<file path="config.mk">
export PLATFORM = sky130hd
export DESIGN_NAME = ysyx_24080006_csr_unit_flat
export DESIGN_NICKNAME = d
export VERILOG_FILES = /design/src/rtl/ysyx_24080006_csr_unit_if.sv /design/src/rtl/ysyx_24080006_csr_unit.sv /design/src/flat_wrapper.sv
export SDC_FILE = /design/constraint.sdc
export NUM_CORES = 1
export LEC_CHECK = 0
export ABC_CLOCK_PERIOD_IN_PS = 5400
export CORE_AREA = 10 10 206 208
export DETAILED_ROUTE_END_ITERATION = 16
export DIE_AREA = 0 0 216 218
export GPL_TIMING_DRIVEN = 0
export SYNTH_ARGS = -nofsm -noshare
export SYNTH_HDL_FRONTEND = slang
export SYNTH_SLANG_ARGS = --single-unit
</file>
<file path="constraint.sdc">
create_clock -name clock -period 5.4 [get_ports clock]
set_clock_uncertainty 0.2 [all_clocks]
set_input_delay 0.81 -clock clock [delete_from_list [all_inputs] [get_ports clock]]
set_output_delay 0.81 -clock clock [all_outputs]
set_load 0.01 [all_outputs]
</file>
<file path="src/rtl/ysyx_24080006_csr_unit_if.sv">
// ysyx_24080006_csr_unit_if
//   Commit-side bus between the core (EXU/WBU) and the machine-mode CSR unit.
//   master: core side, drives CSR ops, trap/mret commits, instret and the timer request.
//   slave : CSR unit, returns read data, illegal flag, interrupt pending and trap/return targets.
//   Signals:
//     csr_en, csr_op[1:0], csr_addr[11:0], csr_wdata[31:0]  CSR instruction commit
//     csr_rdata[31:0], csr_illegal                          CSR read result / illegal access
//     trap_valid, trap_irq, trap_cause[4:0], trap_pc, trap_tval  trap commit
//     mret, instret, irq_timer                              return, retire, timer request
//     irq_pending, epc[31:0], tvec[31:0]                    to IFU / interrupt logic
interface ysyx_24080006_csr_unit_if;
   logic        csr_en;
   logic [1:0]  csr_op;
   logic [11:0] csr_addr;
   logic [31:0] csr_wdata;
   logic [31:0] csr_rdata;
   logic        csr_illegal;
   logic        trap_valid;
   logic        trap_irq;
   logic [4:0]  trap_cause;
   logic [31:0] trap_pc;
   logic [31:0] trap_tval;
   logic        mret;
   logic        instret;
   logic        irq_timer;
   logic        irq_pending;
   logic [31:0] epc;
   logic [31:0] tvec;

   modport master (
      output csr_en, csr_op, csr_addr, csr_wdata,
      output trap_valid, trap_irq, trap_cause, trap_pc, trap_tval,
      output mret, instret, irq_timer,
      input  csr_rdata, csr_illegal, irq_pending, epc, tvec
   );

   modport slave (
      input  csr_en, csr_op, csr_addr, csr_wdata,
      input  trap_valid, trap_irq, trap_cause, trap_pc, trap_tval,
      input  mret, instret, irq_timer,
      output csr_rdata, csr_illegal, irq_pending, epc, tvec
   );
endinterface

</file>
<file path="src/rtl/ysyx_24080006_csr_unit.sv">
// ysyx_24080006_csr_unit
//   Machine-mode CSR file: mstatus (MIE/MPIE), mie (MTIE), mtvec, mscratch, mepc, mcause,
//   mtval, mip (MTIP), minstret[h], optional mcycle[h], mvendorid, marchid.
//   Handles CSR READ/WRITE/SET/CLEAR, trap entry and mret in a single cycle.
//   Ports:
//     clock  : clock
//     reset  : synchronous, active-high reset
//     bus    : ysyx_24080006_csr_unit_if.slave (CSR op, trap/mret commit, instret, timer,
//              csr_rdata/csr_illegal, irq_pending, epc, tvec)
//   Parameters: CNT_W (33..64 counter width), MTVEC_RESET, MVENDORID, MARCHID.
//   Optional feature: define YSYX_24080006_MCYCLE_EN to implement mcycle/mcycleh.
module ysyx_24080006_csr_unit #(
   parameter int unsigned CNT_W       = 64,
   parameter logic [31:0] MTVEC_RESET = 32'h0,
   parameter logic [31:0] MVENDORID   = 32'h7973_7978,
   parameter logic [31:0] MARCHID     = 32'd24080006
) (
   input logic clock,
   input logic reset,
   ysyx_24080006_csr_unit_if.slave bus
);

   localparam int unsigned XLEN   = 32;
   localparam int unsigned ADDR_W = 12;

   localparam logic [ADDR_W-1:0] A_MSTATUS   = 12'h300;
   localparam logic [ADDR_W-1:0] A_MIE       = 12'h304;
   localparam logic [ADDR_W-1:0] A_MTVEC     = 12'h305;
   localparam logic [ADDR_W-1:0] A_MSCRATCH  = 12'h340;
   localparam logic [ADDR_W-1:0] A_MEPC      = 12'h341;
   localparam logic [ADDR_W-1:0] A_MCAUSE    = 12'h342;
   localparam logic [ADDR_W-1:0] A_MTVAL     = 12'h343;
   localparam logic [ADDR_W-1:0] A_MIP       = 12'h344;
   localparam logic [ADDR_W-1:0] A_MCYCLE    = 12'hB00;
   localparam logic [ADDR_W-1:0] A_MINSTRET  = 12'hB02;
   localparam logic [ADDR_W-1:0] A_MCYCLEH   = 12'hB80;
   localparam logic [ADDR_W-1:0] A_MINSTRETH = 12'hB82;
   localparam logic [ADDR_W-1:0] A_MVENDORID = 12'hF11;
   localparam logic [ADDR_W-1:0] A_MARCHID   = 12'hF12;

   localparam logic [1:0] OP_READ  = 2'd0;
   localparam logic [1:0] OP_WRITE = 2'd1;
   localparam logic [1:0] OP_SET   = 2'd2;
   localparam logic [1:0] OP_CLEAR = 2'd3;

   localparam logic [XLEN-1:0] ALIGN_MASK = ~32'h3;

   // architectural state
   logic            st_mie;
   logic            st_mpie;
   logic            mtie;
   logic            mtip;
   logic [XLEN-1:0] mtvec;
   logic [XLEN-1:0] mscratch;
   logic [XLEN-1:0] mepc;
   logic [XLEN-1:0] mcause;
   logic [XLEN-1:0] mtval;
   logic [CNT_W-1:0] minstret;
   logic            irq_pending_q;

   // counters zero-extended to 64 bits so high-half reads/writes work for any CNT_W
   logic [63:0] minstret64;
   assign minstret64 = 64'(minstret);

`ifdef YSYX_24080006_MCYCLE_EN
   logic [CNT_W-1:0] mcycle;
   logic [63:0]      mcycle64;
   assign mcycle64 = 64'(mcycle);
`endif

   logic [XLEN-1:0] rdata;
   logic            addr_hit;
   logic            addr_ro;
   logic            illegal;
   logic [XLEN-1:0] wval;
   logic            wr_en;

   // read mux and address decode (pre-write values)
   always_comb begin
      rdata    = '0;
      addr_hit = 1'b1;
      addr_ro  = 1'b0;
      case (bus.csr_addr)
         A_MSTATUS:   rdata = {19'b0, 2'b11, 3'b0, st_mpie, 3'b0, st_mie, 3'b0};
         A_MIE:       rdata = {24'b0, mtie, 7'b0};
         A_MTVEC:     rdata = mtvec;
         A_MSCRATCH:  rdata = mscratch;
         A_MEPC:      rdata = mepc;
         A_MCAUSE:    rdata = mcause;
         A_MTVAL:     rdata = mtval;
         A_MIP:       rdata = {24'b0, mtip, 7'b0};
         A_MINSTRET:  rdata = minstret64[31:0];
         A_MINSTRETH: rdata = minstret64[63:32];
`ifdef YSYX_24080006_MCYCLE_EN
         A_MCYCLE:    rdata = mcycle64[31:0];
         A_MCYCLEH:   rdata = mcycle64[63:32];
`else
         A_MCYCLE:    rdata = '0;
         A_MCYCLEH:   rdata = '0;
`endif
         A_MVENDORID: begin
            rdata   = MVENDORID;
            addr_ro = 1'b1;
         end
         A_MARCHID: begin
            rdata   = MARCHID;
            addr_ro = 1'b1;
         end
         default:     addr_hit = 1'b0;
      endcase
   end

   assign illegal = bus.csr_en & (~addr_hit | (addr_ro & (bus.csr_op != OP_READ)));

   // new value for the addressed CSR
   always_comb begin
      wval = rdata;
      case (bus.csr_op)
         OP_WRITE: wval = bus.csr_wdata;
         OP_SET:   wval = rdata | bus.csr_wdata;
         OP_CLEAR: wval = rdata & ~bus.csr_wdata;
         default:  wval = rdata;
      endcase
   end

   // a CSR write only lands when no trap or mret commits the same cycle
   assign wr_en = bus.csr_en & ~illegal & (bus.csr_op != OP_READ)
                  & ~bus.trap_valid & ~bus.mret;

   logic wr_instret_lo;
   logic wr_instret_hi;
   assign wr_instret_lo = wr_en & (bus.csr_addr == A_MINSTRET);
   assign wr_instret_hi = wr_en & (bus.csr_addr == A_MINSTRETH);

   // trap / mret / CSR write state update
   always_ff @(posedge clock) begin
      if (reset) begin
         st_mie        <= 1'b0;
         st_mpie       <= 1'b0;
         mtie          <= 1'b0;
         mtip          <= 1'b0;
         mtvec         <= MTVEC_RESET & ALIGN_MASK;
         mscratch      <= '0;
         mepc          <= '0;
         mcause        <= '0;
         mtval         <= '0;
         irq_pending_q <= 1'b0;
      end else begin
         mtip          <= bus.irq_timer;
         irq_pending_q <= st_mie & mtie & mtip;
         if (bus.trap_valid) begin
            mepc    <= bus.trap_pc & ALIGN_MASK;
            mcause  <= {bus.trap_irq, 26'b0, bus.trap_cause};
            mtval   <= bus.trap_irq ? '0 : bus.trap_tval;
            st_mpie <= st_mie;
            st_mie  <= 1'b0;
         end else if (bus.mret) begin
            st_mie  <= st_mpie;
            st_mpie <= 1'b1;
         end else if (wr_en) begin
            case (bus.csr_addr)
               A_MSTATUS: begin
                  st_mie  <= wval[3];
                  st_mpie <= wval[7];
               end
               A_MIE:      mtie     <= wval[7];
               A_MTVEC:    mtvec    <= wval & ALIGN_MASK;
               A_MSCRATCH: mscratch <= wval;
               A_MEPC:     mepc     <= wval & ALIGN_MASK;
               A_MCAUSE:   mcause   <= wval;
               A_MTVAL:    mtval    <= wval;
               default:    ;
            endcase
         end
      end
   end

   // minstret: CSR write beats the retire increment
   always_ff @(posedge clock) begin
      if (reset) begin
         minstret <= '0;
      end else if (wr_instret_lo) begin
         minstret <= CNT_W'({minstret64[63:32], wval});
      end else if (wr_instret_hi) begin
         minstret <= CNT_W'({wval, minstret64[31:0]});
      end else if (bus.instret) begin
         minstret <= minstret + CNT_W'(1);
      end
   end

`ifdef YSYX_24080006_MCYCLE_EN
   logic wr_cycle_lo;
   logic wr_cycle_hi;
   assign wr_cycle_lo = wr_en & (bus.csr_addr == A_MCYCLE);
   assign wr_cycle_hi = wr_en & (bus.csr_addr == A_MCYCLEH);

   // mcycle: free-running, CSR write beats the increment
   always_ff @(posedge clock) begin
      if (reset) begin
         mcycle <= '0;
      end else if (wr_cycle_lo) begin
         mcycle <= CNT_W'({mcycle64[63:32], wval});
      end else if (wr_cycle_hi) begin
         mcycle <= CNT_W'({wval, mcycle64[31:0]});
      end else begin
         mcycle <= mcycle + CNT_W'(1);
      end
   end
`endif

   assign bus.csr_rdata   = rdata;
   assign bus.csr_illegal = illegal;
   assign bus.irq_pending = irq_pending_q;
   assign bus.epc         = mepc;
   assign bus.tvec        = mtvec;

endmodule

</file>
<file path="src/flat_wrapper.sv">
// flat-port wrapper written by rule: the top's interface ports become plain ports
module ysyx_24080006_csr_unit_flat 
#(
   parameter int unsigned CNT_W       = 64,
   parameter logic [31:0] MTVEC_RESET = 32'h0,
   parameter logic [31:0] MVENDORID   = 32'h7973_7978,
   parameter logic [31:0] MARCHID     = 32'd24080006
)
  (clock, reset, bus_csr_en, bus_csr_op, bus_csr_addr, bus_csr_wdata, bus_trap_valid, bus_trap_irq, bus_trap_cause, bus_trap_pc, bus_trap_tval, bus_mret, bus_instret, bus_irq_timer, bus_csr_rdata, bus_csr_illegal, bus_irq_pending, bus_epc, bus_tvec);
  ysyx_24080006_csr_unit_if bus_i ();
  input logic clock;
  input logic reset;
  input wire logic [$bits(bus_i.csr_en)-1:0] bus_csr_en;
  input wire logic [$bits(bus_i.csr_op)-1:0] bus_csr_op;
  input wire logic [$bits(bus_i.csr_addr)-1:0] bus_csr_addr;
  input wire logic [$bits(bus_i.csr_wdata)-1:0] bus_csr_wdata;
  input wire logic [$bits(bus_i.trap_valid)-1:0] bus_trap_valid;
  input wire logic [$bits(bus_i.trap_irq)-1:0] bus_trap_irq;
  input wire logic [$bits(bus_i.trap_cause)-1:0] bus_trap_cause;
  input wire logic [$bits(bus_i.trap_pc)-1:0] bus_trap_pc;
  input wire logic [$bits(bus_i.trap_tval)-1:0] bus_trap_tval;
  input wire logic [$bits(bus_i.mret)-1:0] bus_mret;
  input wire logic [$bits(bus_i.instret)-1:0] bus_instret;
  input wire logic [$bits(bus_i.irq_timer)-1:0] bus_irq_timer;
  output wire logic [$bits(bus_i.csr_rdata)-1:0] bus_csr_rdata;
  output wire logic [$bits(bus_i.csr_illegal)-1:0] bus_csr_illegal;
  output wire logic [$bits(bus_i.irq_pending)-1:0] bus_irq_pending;
  output wire logic [$bits(bus_i.epc)-1:0] bus_epc;
  output wire logic [$bits(bus_i.tvec)-1:0] bus_tvec;
  assign bus_i.csr_en = bus_csr_en;
  assign bus_i.csr_op = bus_csr_op;
  assign bus_i.csr_addr = bus_csr_addr;
  assign bus_i.csr_wdata = bus_csr_wdata;
  assign bus_i.trap_valid = bus_trap_valid;
  assign bus_i.trap_irq = bus_trap_irq;
  assign bus_i.trap_cause = bus_trap_cause;
  assign bus_i.trap_pc = bus_trap_pc;
  assign bus_i.trap_tval = bus_trap_tval;
  assign bus_i.mret = bus_mret;
  assign bus_i.instret = bus_instret;
  assign bus_i.irq_timer = bus_irq_timer;
  assign bus_csr_rdata = bus_i.csr_rdata;
  assign bus_csr_illegal = bus_i.csr_illegal;
  assign bus_irq_pending = bus_i.irq_pending;
  assign bus_epc = bus_i.epc;
  assign bus_tvec = bus_i.tvec;
  ysyx_24080006_csr_unit #(.CNT_W(CNT_W), .MTVEC_RESET(MTVEC_RESET), .MVENDORID(MVENDORID), .MARCHID(MARCHID)) u_core (.clock(clock), .reset(reset), .bus(bus_i));
endmodule
</file>
* Yosys cells after proc, flatten, opt, wreduce, memory -nomap -nowiden
Cells that the tools add are included.
** Storage, ports and cells
- Flip-flop bits (word level) :: 225
- Bits of input ports :: 123
- Output and inout port bits :: 98
- Word-level logic and storage cells :: 104
** Cells by class
- Add/sub/neg operators :: 1
- Eq/ne operators :: 19
- Mux-type cells :: 27
- Bitwise logic cells :: 19
- Reduce and logical (&&, ||, !) cells :: 25
** Operators by type and width (number)
- two-way mux 32 bit :: 14
- case mux 32 bit (12 select lines) :: 1
- two-way mux 64 bit :: 2
- == test 12 x 10 -> 1 bit, second input constant :: 8
- case mux 32 bit (3 select lines) :: 1
- == test 12 bit, second input constant :: 6
- adder 64 x 1 -> 64 bit, second input constant :: 1
- bitwise AND 32 bit :: 1
- NOT 32 bit :: 1
- OR 32 bit :: 1
- nonzero test 2 bit :: 9
- OR reduction 14 bit :: 1
- AND reduction 3 bit :: 4
- AND reduction 4 bit :: 3
- bitwise AND 1 bit :: 10
- two-way mux 1 bit :: 9
- AND reduction 2 bit :: 4
- nonzero test 3 bit :: 2
- NOT 1 bit :: 5
- == test 2 bit, second input constant :: 2
- OR reduction 2 bit :: 2
- == test 2 x 1 -> 1 bit, second input constant :: 1
- inequality test 2 x 1 -> 1 bit, second input constant :: 1
- inequality test 2 bit, second input constant :: 1
- OR 1 bit :: 1

* Logic depth before layout (Yosys ltp)
Gate-level depths: netlist (run 1).
- Word-level depth :: 14
- Gate-level depth with buffers :: 13
- Depth with buffers taken out :: 8

* Worst setup path after synthesis (run 1)
OpenSTA, ideal clock, no wires.
- Path type :: input to output
- Start :: input port bus_csr_addr[1]
- End :: output port bus_csr_rdata[8]
- Arrival :: 2432 ps
- Data required time :: 4390 ps
- Slack :: 1958 ps
- Cell stages on the path :: 7
- Path buffers :: 2
- Cells stage by stage :: buf_2 -> or4b_1 -> buf_2 -> nor4_4 -> a221o_1 -> nor3_1 -> inv_1
** On the way
- Cells in the longest elaborated chain, start to end :: 2
- Elaborated cells between the ends (all ways) :: 13
- Those cells by class :: eq/ne (12); mux (1)
** RTL lines
- from (decl) :: line flat_wrapper.sv:15 : input wire logic [$bits(bus_i.csr_addr)-1:0] bus_csr_addr;
- == test 12 bit / == test 12 x 10 -> 1 bit (equally long branches) :: line ysyx_24080006_csr_unit.sv:83 : case (bus.csr_addr)
- case mux 32 bit (12 select lines) (*) :: line ysyx_24080006_csr_unit.sv:83
- to (decl) :: line flat_wrapper.sv:25 : output wire logic [$bits(bus_i.csr_rdata)-1:0] bus_csr_rdata;
Every way passes the cells marked *; elsewhere a longest branch is shown, timed or not.

* Worst setup path in the final report (run 1)
- Start :: input port bus_csr_addr[6]
- End :: output port bus_csr_rdata[11]
Same word-level chain as after synthesis.

==> metrics.yaml, run 1 <==
period_needed_ns: 5.42
io_pins: 221
timing.fmax_ghz: 0.184
setup_slack_ns: -0.0210
power_frac_comb: 0.130
fin_nets: 2052
report.final.slew_viol_count: 14
cpMostUsedCell: "clkdlybuf4s50_1"
die_area_um2: 47100
numPortBuffers: 211
clock_sinks: 225
highest_layer: "met4"
grt_max_degree: 20
nFillCells: 3829
cts-buffers-inserted: 27
hold_start: "u_core.mscratch[0]"
cp.required_ns: 4.39
grt_pass1_vias: 15091
clkTransAtPathRegs_ns: 0.06
hold_path_depth: 2
r2r_cells: 7
end_kind: "primary output"
criticalPathCategory: "primary input to primary output"
wirelength_mm: 82.3
final_antenna_net_count: 0
clockPowerShare: 0.481
via_count: 15970
syn2layout_area_growth_pct: 30.2
ys_async_sr_fraction: 0
core_um2: 38300
gp_congestion: 1.07
start_util: 0.345
first_pass_iters: 6
seq_area_frac_synth: 0.341
fin_crit_sh: 1.00
pwr-share-seq: 0.389
total_power_w: 0.00443
rr_endpoint: "u_core.minstret[63]"
cp-start-kind: "primary input"
worst-slew-pin-transition_ns: 1.53
rows: 72
p_leak_nw: 5.91
hold_class: "register to register"
vias_per_cell: 6.47
p_int_w: 0.00320
swShare: 0.278
cap_violations: 0
syn_inst: 1675
grt.total_usage: 0.334
worst_ep_arrival_time_ns: 4.41
worst-r2r-setup-slack_ns: 1.50
wire_per_inst_um: 33.3
met1_length_mm: 32.5
grt_pass1_wl_mm: 115
ys_ff_latch: 225
route.met3.wl_mm: 8.64
antenna_found_initial: 0
wl_met2_mm: 35.7
cp_max_fo: 10
regArea_um2: 4500
clkLatencyLatePin_ns: 0.59
irDropWorstVdd_v: 0.000187
h-tree-depth: 1
avgSynthCellArea_um2: 7.90
cp_cell_sequence: "clkdlybuf4s50_1, buf_2, clkinv_1, nor4_4, buf_4, a22oi_1, nand3_1, clkdlybuf4s50_1"
clockBufferDepth: 3
finalSetupViolations: 2
cts_hold_buf: 0
place_worst_setup_slack_ns: -0.275
drive_gt1_frac: 0.0847
violations: "slew limit, setup timing"
clock-root-buffer: "clkbuf_16"
finalHoldViolCount: 0
die_w_um: 216
ys.flop_type: "dfxtp_1"
slowest_delay_ns: 0.87
fin_util: 0.450
die_y_um: 218
p_switching_w: 0.00123
slew_headroom: -0.0195
yosys_warnings: 0
syn_area_um2: 13200
cts_setup_buffers: 0
whs_endpoint: "u_core.mscratch[0]"
dp_hpwl_mm: 64.0
outcome: "finished with violations"
synthDistinctLibCells: 87
synth_edf_count: 0
multi_input_area_um2: 8050
cts_tree: "built"
rsz0062_at_grt: "false"
slowest_stage: "nor4_4"
r2r-start: "u_core.minstret[13]"
cellPowerDensity_nw_per_um2: 257
grt_overflow: 0
dr.first_iter.drc_count: 2244
drc: 0
## how the worst max path moves through the flow
stage	startpoint	end	slack [ns]	depth (start not counted)
global route	bus_csr_addr[7]	bus_csr_rdata[16]	0.02	9
detailed placement	bus_csr_addr[0]	bus_csr_rdata[11]	-0.27	9
global placement	bus_csr_addr[0]	u_core.minstret[43]	-0.87	11
CTS	bus_csr_addr[0]	bus_csr_rdata[16]	0.01	10
floorplan	bus_csr_addr[1]	bus_csr_rdata[8]	1.96	7
finish	bus_csr_addr[6]	bus_csr_rdata[11]	-0.02	8
## sequential cells by signal, indices dropped and copies added (netlist names)
signal	flops
u_core.mtval	32
u_core.mtie	1
u_core.st_mie	1
u_core.minstret	64
u_core.bus.epc	30
u_core.mscratch	32
u_core.mtip	1
u_core.mcause	32
u_core.bus.tvec	30
u_core.bus.irq_pending	1
u_core.st_mpie	1
## what timing repair did
action	4_1_cts	5_1_grt
gates resized for setup	4	5
pin swaps	0	2
setup endpoints to repair	15	9
## critical path, delay by kind of cell
kind / cells / cell delay (ns)
AND/OR/NAND/NOR: 2 / 1.23
buffers and inverters: 5 / 2.17
AO/OA/AOI/OAI: 1 / 0.18
## per-layer routing
metal  global-route usage  vias up
met5                    0        -
met4                0.194        0
met3               0.0809      272
met2                0.515     1129
met1                0.418     7734
li1                     -     6835
## final cells by class
| class | instances | share of cell area |
|---|---|---|
| flip-flops and latches | 225 | 0.262 |
| multi-input cells | 1268 | 0.467 |
| diodes | 1 | 0.000145 |
| clock buffers | 36 | 0.0447 |
| clock inverters | 14 | 0.0146 |
| repair buffers | 222 | 0.129 |
| inverters | 38 | 0.00828 |
| well taps | 518 | 0.0376 |
| plain buffers | 146 | 0.0367 |
## power groups by stage
stage / Combinational, W / Sequential, W / Clock (W)
after floorplan: 0.000224 / 0.00175 / 0
after global placement: 0.000536 / 0.00176 / 0
after detailed placement: 0.000552 / 0.00176 / 0
after CTS: 0.000554 / 0.00172 / 0.00212
after global routing: 0.000590 / 0.00172 / 0.00218
final: 0.000578 / 0.00172 / 0.00213
## metrics by stage
| stage | cell area, um2 | cells | hold slack [ns] | setup TNS [ns] |
|---|---|---|---|---|
| 2_1_floorplan | 13200 | 1678 | 0.221 | 0 |
| 3_3_place_gp | 16000 | 2407 | 0.234 | -11.36 |
| 3_5_place_dp | 16200 | 2418 | 0.246 | -2.02 |
| 4_1_cts | 17200 | 2467 | 0.260 | 0 |
| 5_1_grt | 17200 | 2467 | 0.284 | 0 |
| 6_report | 17200 | 2468 | 0.259 | -0.0280 |
## cells in the mapped netlist (10+ instances only)
cell type	number	share of area
mux2i_1	13	0.0098
a31oi_1	23	0.011
xor2_1	17	0.011
nand4_1	34	0.016
nor4_1	22	0.010
xnor2_1	19	0.013
mux2_2	23	0.020
and4_1	19	0.013
o21ai_0	92	0.035
o22ai_1	52	0.025
a211oi_1	40	0.023
a211o_1	21	0.014
nand2_1	139	0.039
clkbuf_1	103	0.029
o21a_1	20	0.011
and3_1	22	0.010
and2_1	11	0.0052
buf_4	10	0.0057
dfxtp_1	225	0.34
nor2b_1	10	0.0047
nand2b_1	59	0.028
buf_2	28	0.011
nor2_1	133	0.038
a21oi_1	132	0.050
nand3_1	64	0.024
nor3_1	37	0.014
a221oi_1	23	0.015
a22o_1	23	0.015
inv_1	37	0.011
a22oi_1	41	0.023
## cell usage in the layout (no fill, tap or decap), drive strengths merged, types with 54 or more instances in the layout
cell type	count
dfxtp	225
clkdlybuf4s50	211
nand2	139
clkbuf	139
nor2	133
a21oi	132
o21ai	93
nand3	65
nand2b	59
buf	54
## logic make-up (layout without fill, tap and decap cells)
family / count (synthesis) / count (layout) / share of synthesized area
multiplexers: 38 / 38 / 0.0328
AND/OR/NAND/NOR: 624 / 624 / 0.252
AO/OA/AOI/OAI: 565 / 565 / 0.291
buffers and inverters: 185 / 456 / 0.0586
flip-flops: 225 / 225 / 0.341
adder cells (fa/ha/maj): 1 / 1 / 0.000946
other: 1 / 5 / 0.000284
XOR/XNOR: 36 / 36 / 0.0238
(Power assumes the default switching activity.)
==> run 2: changes to the inputs <==
Settings changed: CTS_BUF_LIST set to sky130_fd_sc_hd__clkbuf_8, REMOVE_ABC_BUFFERS set to 1.
==> run 2 against run 1 <==
Against the previous run:
- utilization down 0.98 points
- clock power down 18%
- combinational power down 14%
- non-clock buffer count down 122
- setup slack better by 0.096 ns
- the run now ends clean
- worst hold slack worse by 0.0066 ns
- wire length down 19%
- power down 11%
- via count down 7.1%
- flip-flop and latch count unchanged
==> metrics.yaml, run 2 (synthesis results as in run 1) <==
wire_per_inst_um: 28.0  # -16%
hold_path_depth: 2  # unchanged
slew_headroom: 0.0574  # +0.0769
p_int_w: 0.00286  # -11%
cellPowerDensity_nw_per_um2: 235  # -8.8%
start_util: 0.345  # unchanged
via_count: 14831  # -7.1%
criticalPathCategory: "primary input to primary output"
p_leak_nw: 5.81  # -1.7%
grt_max_degree: 119  # +500%
cp_cell_sequence: "dlygate4sd2_1, clkinv_1, or4_1, o2bb2ai_1, nor3_1, inv_1, clkdlybuf4s50_1"
syn2layout_area_growth_pct: 27.4
vias_per_cell: 6.27  # -3.2%
dr.first_iter.drc_count: 1690  # -25%
hold_class: "register to register"
power_frac_comb: 0.125  # -0.005
worst-slew-pin-transition_ns: 1.41  # -0.124 ns
die_y_um: 218  # unchanged
io_pins: 221  # unchanged
slowest_stage: "or4_1"
first_pass_iters: 7  # +1
antenna_found_initial: 1  # +1
dp_hpwl_mm: 47.6  # -26%
drive_gt1_frac: 0.0936  # +0.00896
cp-start-kind: "primary input"
top_register: "u_core.minstret"
final_cell_mix: "225 x dfxtp_1, 207 x clkdlybuf4s50_1, 138 x nand2_1"
clkLatencyLatePin_ns: 0.58  # about the same
grt_pass1_vias: 14246  # -5.6%
grt_pass1_wl_mm: 97.0  # -16%
worst-r2r-setup-slack_ns: 1.63  # +0.13 ns
die_w_um: 216  # unchanged
cp.required_ns: 4.39  # about the same
clockBufferDepth: 3  # unchanged
swShare: 0.277  # -0.000911
fin_nets: 1945  # -5.2%
timing.fmax_ghz: 0.188  # +1.8%
die_area_um2: 47100  # unchanged
h-tree-depth: 2  # +1
p_switching_w: 0.00110  # -11%
hold_start: "u_core.mscratch[9]"
clockPowerShare: 0.441  # -0.040
total_power_w: 0.00395  # -11%
whs_ns: 0.253  # -0.00661 ns
pwr-share-seq: 0.434  # +0.045
numPortBuffers: 214  # +1.4%
slowest_delay_ns: 0.79  # -0.08 ns
cts-buffers-inserted: 42  # +56%
final_antenna_net_count: 0  # unchanged
whs_endpoint: "u_core.mscratch[9]"
r2r-start: "u_core.minstret[4]"
core_um2: 38300  # unchanged
report.final.slew_viol_count: 0  # -14
worst_ep_arrival_time_ns: 4.32  # -0.09 ns
rsz0062_at_grt: "false"
outcome: "complete, no violations"
r2r_cells: 7  # unchanged
rr_endpoint: "u_core.minstret[52]"
grt.total_usage: 0.269  # -0.0646
fin_crit_sh: 0.986  # -0.0177
crit_buf_inv: 4  # -1
cap_violations: 0  # unchanged
fin_util: 0.440  # -0.00977
cts_tree: "built"
cp_top_family: "buffers and inverters"
final_common_cell: "dfxtp_1"
finalSetupViolations: 0  # -2
cp_max_fo: 20  # +10
rows: 72  # unchanged
grt_overflow: 0  # unchanged
end_kind: "primary output"
irDropWorstVdd_v: 0.000132  # -29%
finalHoldViolCount: 0  # unchanged
clock-root-buffer: "clkbuf_8"
clkTransAtPathRegs_ns: 0.06  # about the same
gp_congestion: 0.980  # -8.4%
largest_register_ffs: 64  # unchanged
clock_sinks: 225  # unchanged
drc: 0  # unchanged
period_needed_ns: 5.33  # -0.0957 ns
wirelength_mm: 66.3  # -19%
## run 2: cell types whose count changed in the layout (fill, tap and decap cells not counted), moves of 5 or more
cell | before | now
buf_2 | 27 | 3
clkbuf_8 | 6 | 56
buf_12 | 0 | 7
clkbuf_1 | 104 | 0
buf_1 | 5 | 0
clkbuf_16 | 27 | 0
nor2_1 | 133 | 128
buf_4 | 15 | 9
bufinv_16 | 6 | 1
inv_1 | 37 | 49
## run 2: timing repair
action,CTS,global route
gates resized for setup,9,2
hold buffers,0,0
pin swaps,2,0
buffers inserted,6,0
setup endpoints to repair,118,24
## run 2: stage by stage
step            TNS, ns  cells  worst slack [ns]  area [um2]
2_1_floorplan         0   1531             0.520       12600
5_1_grt               0   2366           0.00280       16800
3_3_place_gp   -1113.51   2263             -7.70       15400
3_5_place_dp    -129.74   2289             -1.81       15900
4_1_cts               0   2366            0.0125       16800
6_report              0   2367            0.0747       16800
## run 2: how the worst max path moves through the flow
stage | startpoint | endpoint | slack (ns) | cells past startpoint
2_1_floorplan | bus_csr_addr[8] | u_core.bus.epc[12] | 0.52 | 7
4_1_cts | bus_csr_addr[11] | bus_csr_rdata[5] | 0.01 | 6
5_1_grt | bus_csr_addr[6] | bus_csr_rdata[8] | 0.003 | 7
6_report | bus_csr_addr[6] | bus_csr_rdata[8] | 0.07 | 7
3_5_place_dp | bus_csr_op[1] | u_core.mscratch[21] | -1.81 | 7
3_3_place_gp | reset | u_core.mtval[27] | -7.70 | 4
## run 2: layer usage
layer,routed length (um),GRT usage
met1,27700,0.353
met4,2730,0.112
met2,29400,0.416
met5,0,0
met3,6480,0.0648
## run 2: worst min-delay path, stage by stage (launching register included)
cell     delay (ns)
dfxtp_1        0.32
nand2_1        0.04
o21ai_0        0.05
## run 2: power by group through the flow
stage | clock network [W] | logic, W | registers [W]
2_1_floorplan | 0 | 0.000174 | 0.00175
3_3_place_gp | 0 | 0.000471 | 0.00175
3_5_place_dp | 0 | 0.000483 | 0.00175
4_1_cts | 0.00176 | 0.000485 | 0.00171
5_1_grt | 0.00183 | 0.000520 | 0.00172
6_report | 0.00174 | 0.000495 | 0.00172
## run 2: final cells by class
cell class,count,area [um2]
diodes,1,2.50
clock buffers,56,771
clock inverters,15,85.1
fillers,3830,21400
inverters,38,143
multi-input cells,1268,8090
flip-flops and latches,225,4500
well taps,518,648
repair buffers,246,2600
==> run 3: changes to the inputs <==
Settings changed: ABC_CLOCK_PERIOD_IN_PS 5400 to 6850, CORE_AREA 10 10 206 208 to 2 2 198 200, DIE_AREA 0 0 216 218 to 0 0 200 202.
Clock period 5.4 ns to 6.85 ns, I/O delays scaled along.
==> run 3 against run 2 <==
Against the previous run:
- the flow now finishes with violations (capacitance limit, slew limit)
- sequential share of layout area grew 0.13 points
- setup slack gained 0.52 ns
- via count shrank 0.18%
- clock power shrank 17%
- critical path depth shrank 1
- sequential power shrank 22%
- final area shrank 0.48%
- final cell count shrank 0.25%
- global-route usage grew 3.4 points
- non-clock buffer count shrank 6
- critical path type unchanged
- largest power group unchanged
==> metrics.yaml, run 3 (synthesis results as in run 1) <==
cellPowerDensity_nw_per_um2: 189  # -19%
dp_hpwl_mm: 43.8  # -7.9%
grt_overflow: 0  # unchanged
fin_crit_sh: 0.913
cts_hold_buf: 0  # unchanged
largest_register_ffs: 64  # unchanged
timing.fmax_ghz: 0.160
finalSetupViolations: 0  # unchanged
hold_start: "u_core.mcause[12]"
r2r-start: "u_core.minstret[23]"
crit_buf_inv: 2  # -2
cp_max_fo: 27  # +35%
criticalPathCategory: "primary input to primary output"
cp_top_family: "simple AND/OR/NAND/NOR gates"
crit_cells: 6  # -1
nFillCells: 3809  # -0.55%
p_leak_nw: 5.74  # -1.2%
drive_gt1_frac: 0.0907  # -0.00295
via_count: 14805  # -0.18%
worst_ep_arrival_time_ns: 5.03  # +0.71 ns
die_w_um: 200  # -7.4%
cts_tree: "built"
wl_met2_mm: 27.3  # -7.2%
clock_sinks: 225  # unchanged
irDropWorstVdd_v: 0.000109  # -18%
cts_setup_buffers: 0  # -6
h-tree-depth: 2  # unchanged
io_pins: 221  # unchanged
syn2layout_area_growth_pct: 26.7
cts-buffers-inserted: 41  # -2.4%
worst-slew-pin-transition_ns: 1.63  # +0.224 ns
cts-resized-gates: 0  # -9
violations: "capacitance limit, slew limit"
hold_path_depth: 2  # unchanged
end_kind: "primary output"
final_cell_mix: "225 x dfxtp_1, 208 x clkdlybuf4s50_1, 139 x nand2_1"
wire_per_inst_um: 26.4  # -5.8%
rows: 72  # unchanged
drc: 0  # unchanged
grt_pass1_vias: 13939  # -2.2%
wirelength_mm: 62.3  # -6.0%
top_register: "u_core.minstret"
clock-root-buffer: "clkbuf_8"
finalHoldViolCount: 0  # unchanged
cp-start-kind: "primary input"
highest_layer: "met4"
slowest_stage: "and4_1"
fin_setup_tns_ns: 0  # unchanged
worst-r2r-setup-slack_ns: 3.26  # +1.63 ns
fin_util: 0.438  # -0.00212
outcome: "finished with violations"
start_util: 0.345  # unchanged
first_pass_iters: 6  # -1
grt_pass1_wl_mm: 91.8  # -5.4%
met1_length_mm: 26.1  # -5.7%
r2r_cells: 7  # unchanged
slowest_delay_ns: 1.28  # +0.49 ns
cp.required_ns: 5.62  # +1.23 ns
gp_congestion: 0.977  # -0.36%
cap_violations: 1  # +1
rsz0062_at_grt: "false"
period_needed_ns: 6.26
fin_nets: 1938  # -0.36%
clockBufferDepth: 3  # unchanged
die_area_um2: 40400  # -14%
rr_endpoint: "u_core.minstret[52]"
vias_per_cell: 6.27  # about the same
core_um2: 38300  # unchanged
cp_cell_sequence: "clkdlybuf4s50_1, nor2b_1, and4_1, a221oi_1, nand3_1, clkdlybuf4s50_1"
final_antenna_net_count: 0  # unchanged
clkLatencyLatePin_ns: 0.61  # +0.03 ns
antenna_found_initial: 0  # -1
cpMostUsedCell: "clkdlybuf4s50_1"
die_y_um: 202  # -7.3%
grt_max_degree: 98  # -18%
whs_endpoint: "u_core.mcause[12]"
slew_headroom: -0.0901  # -0.148
hold_class: "register to register"
report.final.slew_viol_count: 8  # +8
final_common_cell: "dfxtp_1"
clkTransAtPathRegs_ns: 0.06  # about the same
route.met3.wl_mm: 6.06  # -6.5%
numPortBuffers: 214  # unchanged
dr.first_iter.drc_count: 1878  # +11%
total_power_w: 0.00317  # -20%
grt.total_usage: 0.303  # +0.0343
## run 3: area by class of cell
type                    count  area (um2)  area share
well taps                 518         648      0.0387
clock inverters            12        88.8     0.00530
repair buffers            240        2510       0.150
flip-flops and latches    225        4500       0.269
diodes                      1        2.50    0.000149
multi-input cells        1268        8050       0.480
clock buffers              59         812      0.0484
inverters                  38         143     0.00851
## run 3: worst max path at each step
| stage | start | to | slack (ns) |
|---|---|---|---|
| after floorplan | bus_csr_addr[8] | u_core.bus.epc[12] | 1.75 |
| after global routing | bus_csr_addr[6] | bus_csr_rdata[24] | 0.50 |
| after global placement | reset | u_core.mtval[27] | -6.21 |
| after CTS | bus_csr_op[1] | u_core.mscratch[22] | 0.18 |
| final | bus_csr_addr[6] | bus_csr_rdata[2] | 0.59 |
| after detailed placement | bus_csr_op[1] | u_core.mscratch[22] | -0.40 |
## run 3: worst register-to-register path: stages, from the launching register on
cell	delay, ns
dfxtp_1	0.46
and4_1	0.35
nor4bb_1	0.69
nand3_1	0.57
nor4_1	0.52
mux2_2	0.38
a22oi_1	0.20
a21oi_1	0.11
## run 3: stage by stage
step	hold slack (ns)	area, um2	std cells	worst slack, ns
after floorplan	0.221	12600	1531	1.75
after detailed placement	0.246	15800	2287	-0.400
final	0.257	16800	2361	0.595
after global placement	0.234	15400	2263	-6.21
after CTS	0.256	16700	2358	0.178
after global routing	0.283	16800	2360	0.502
## run 3: metal layers
| metal | track usage | vias to the layer above |
|---|---|---|
| met5 | 0 | - |
| met4 | 0.138 | 0 |
| met3 | 0.0606 | 144 |
| met2 | 0.458 | 862 |
| met1 | 0.415 | 7204 |
| li1 | - | 6595 |
## run 3: power by group
part	total (W)	leakage, nW	switching (W)	internal [W]
clock network	0.00144	0.486	0.000637	0.000800
logic	0.000385	3.43	0.000226	0.000159
registers	0.00135	1.83	0.0000187	0.00133
total	0.00317	5.74	0.000882	0.00229
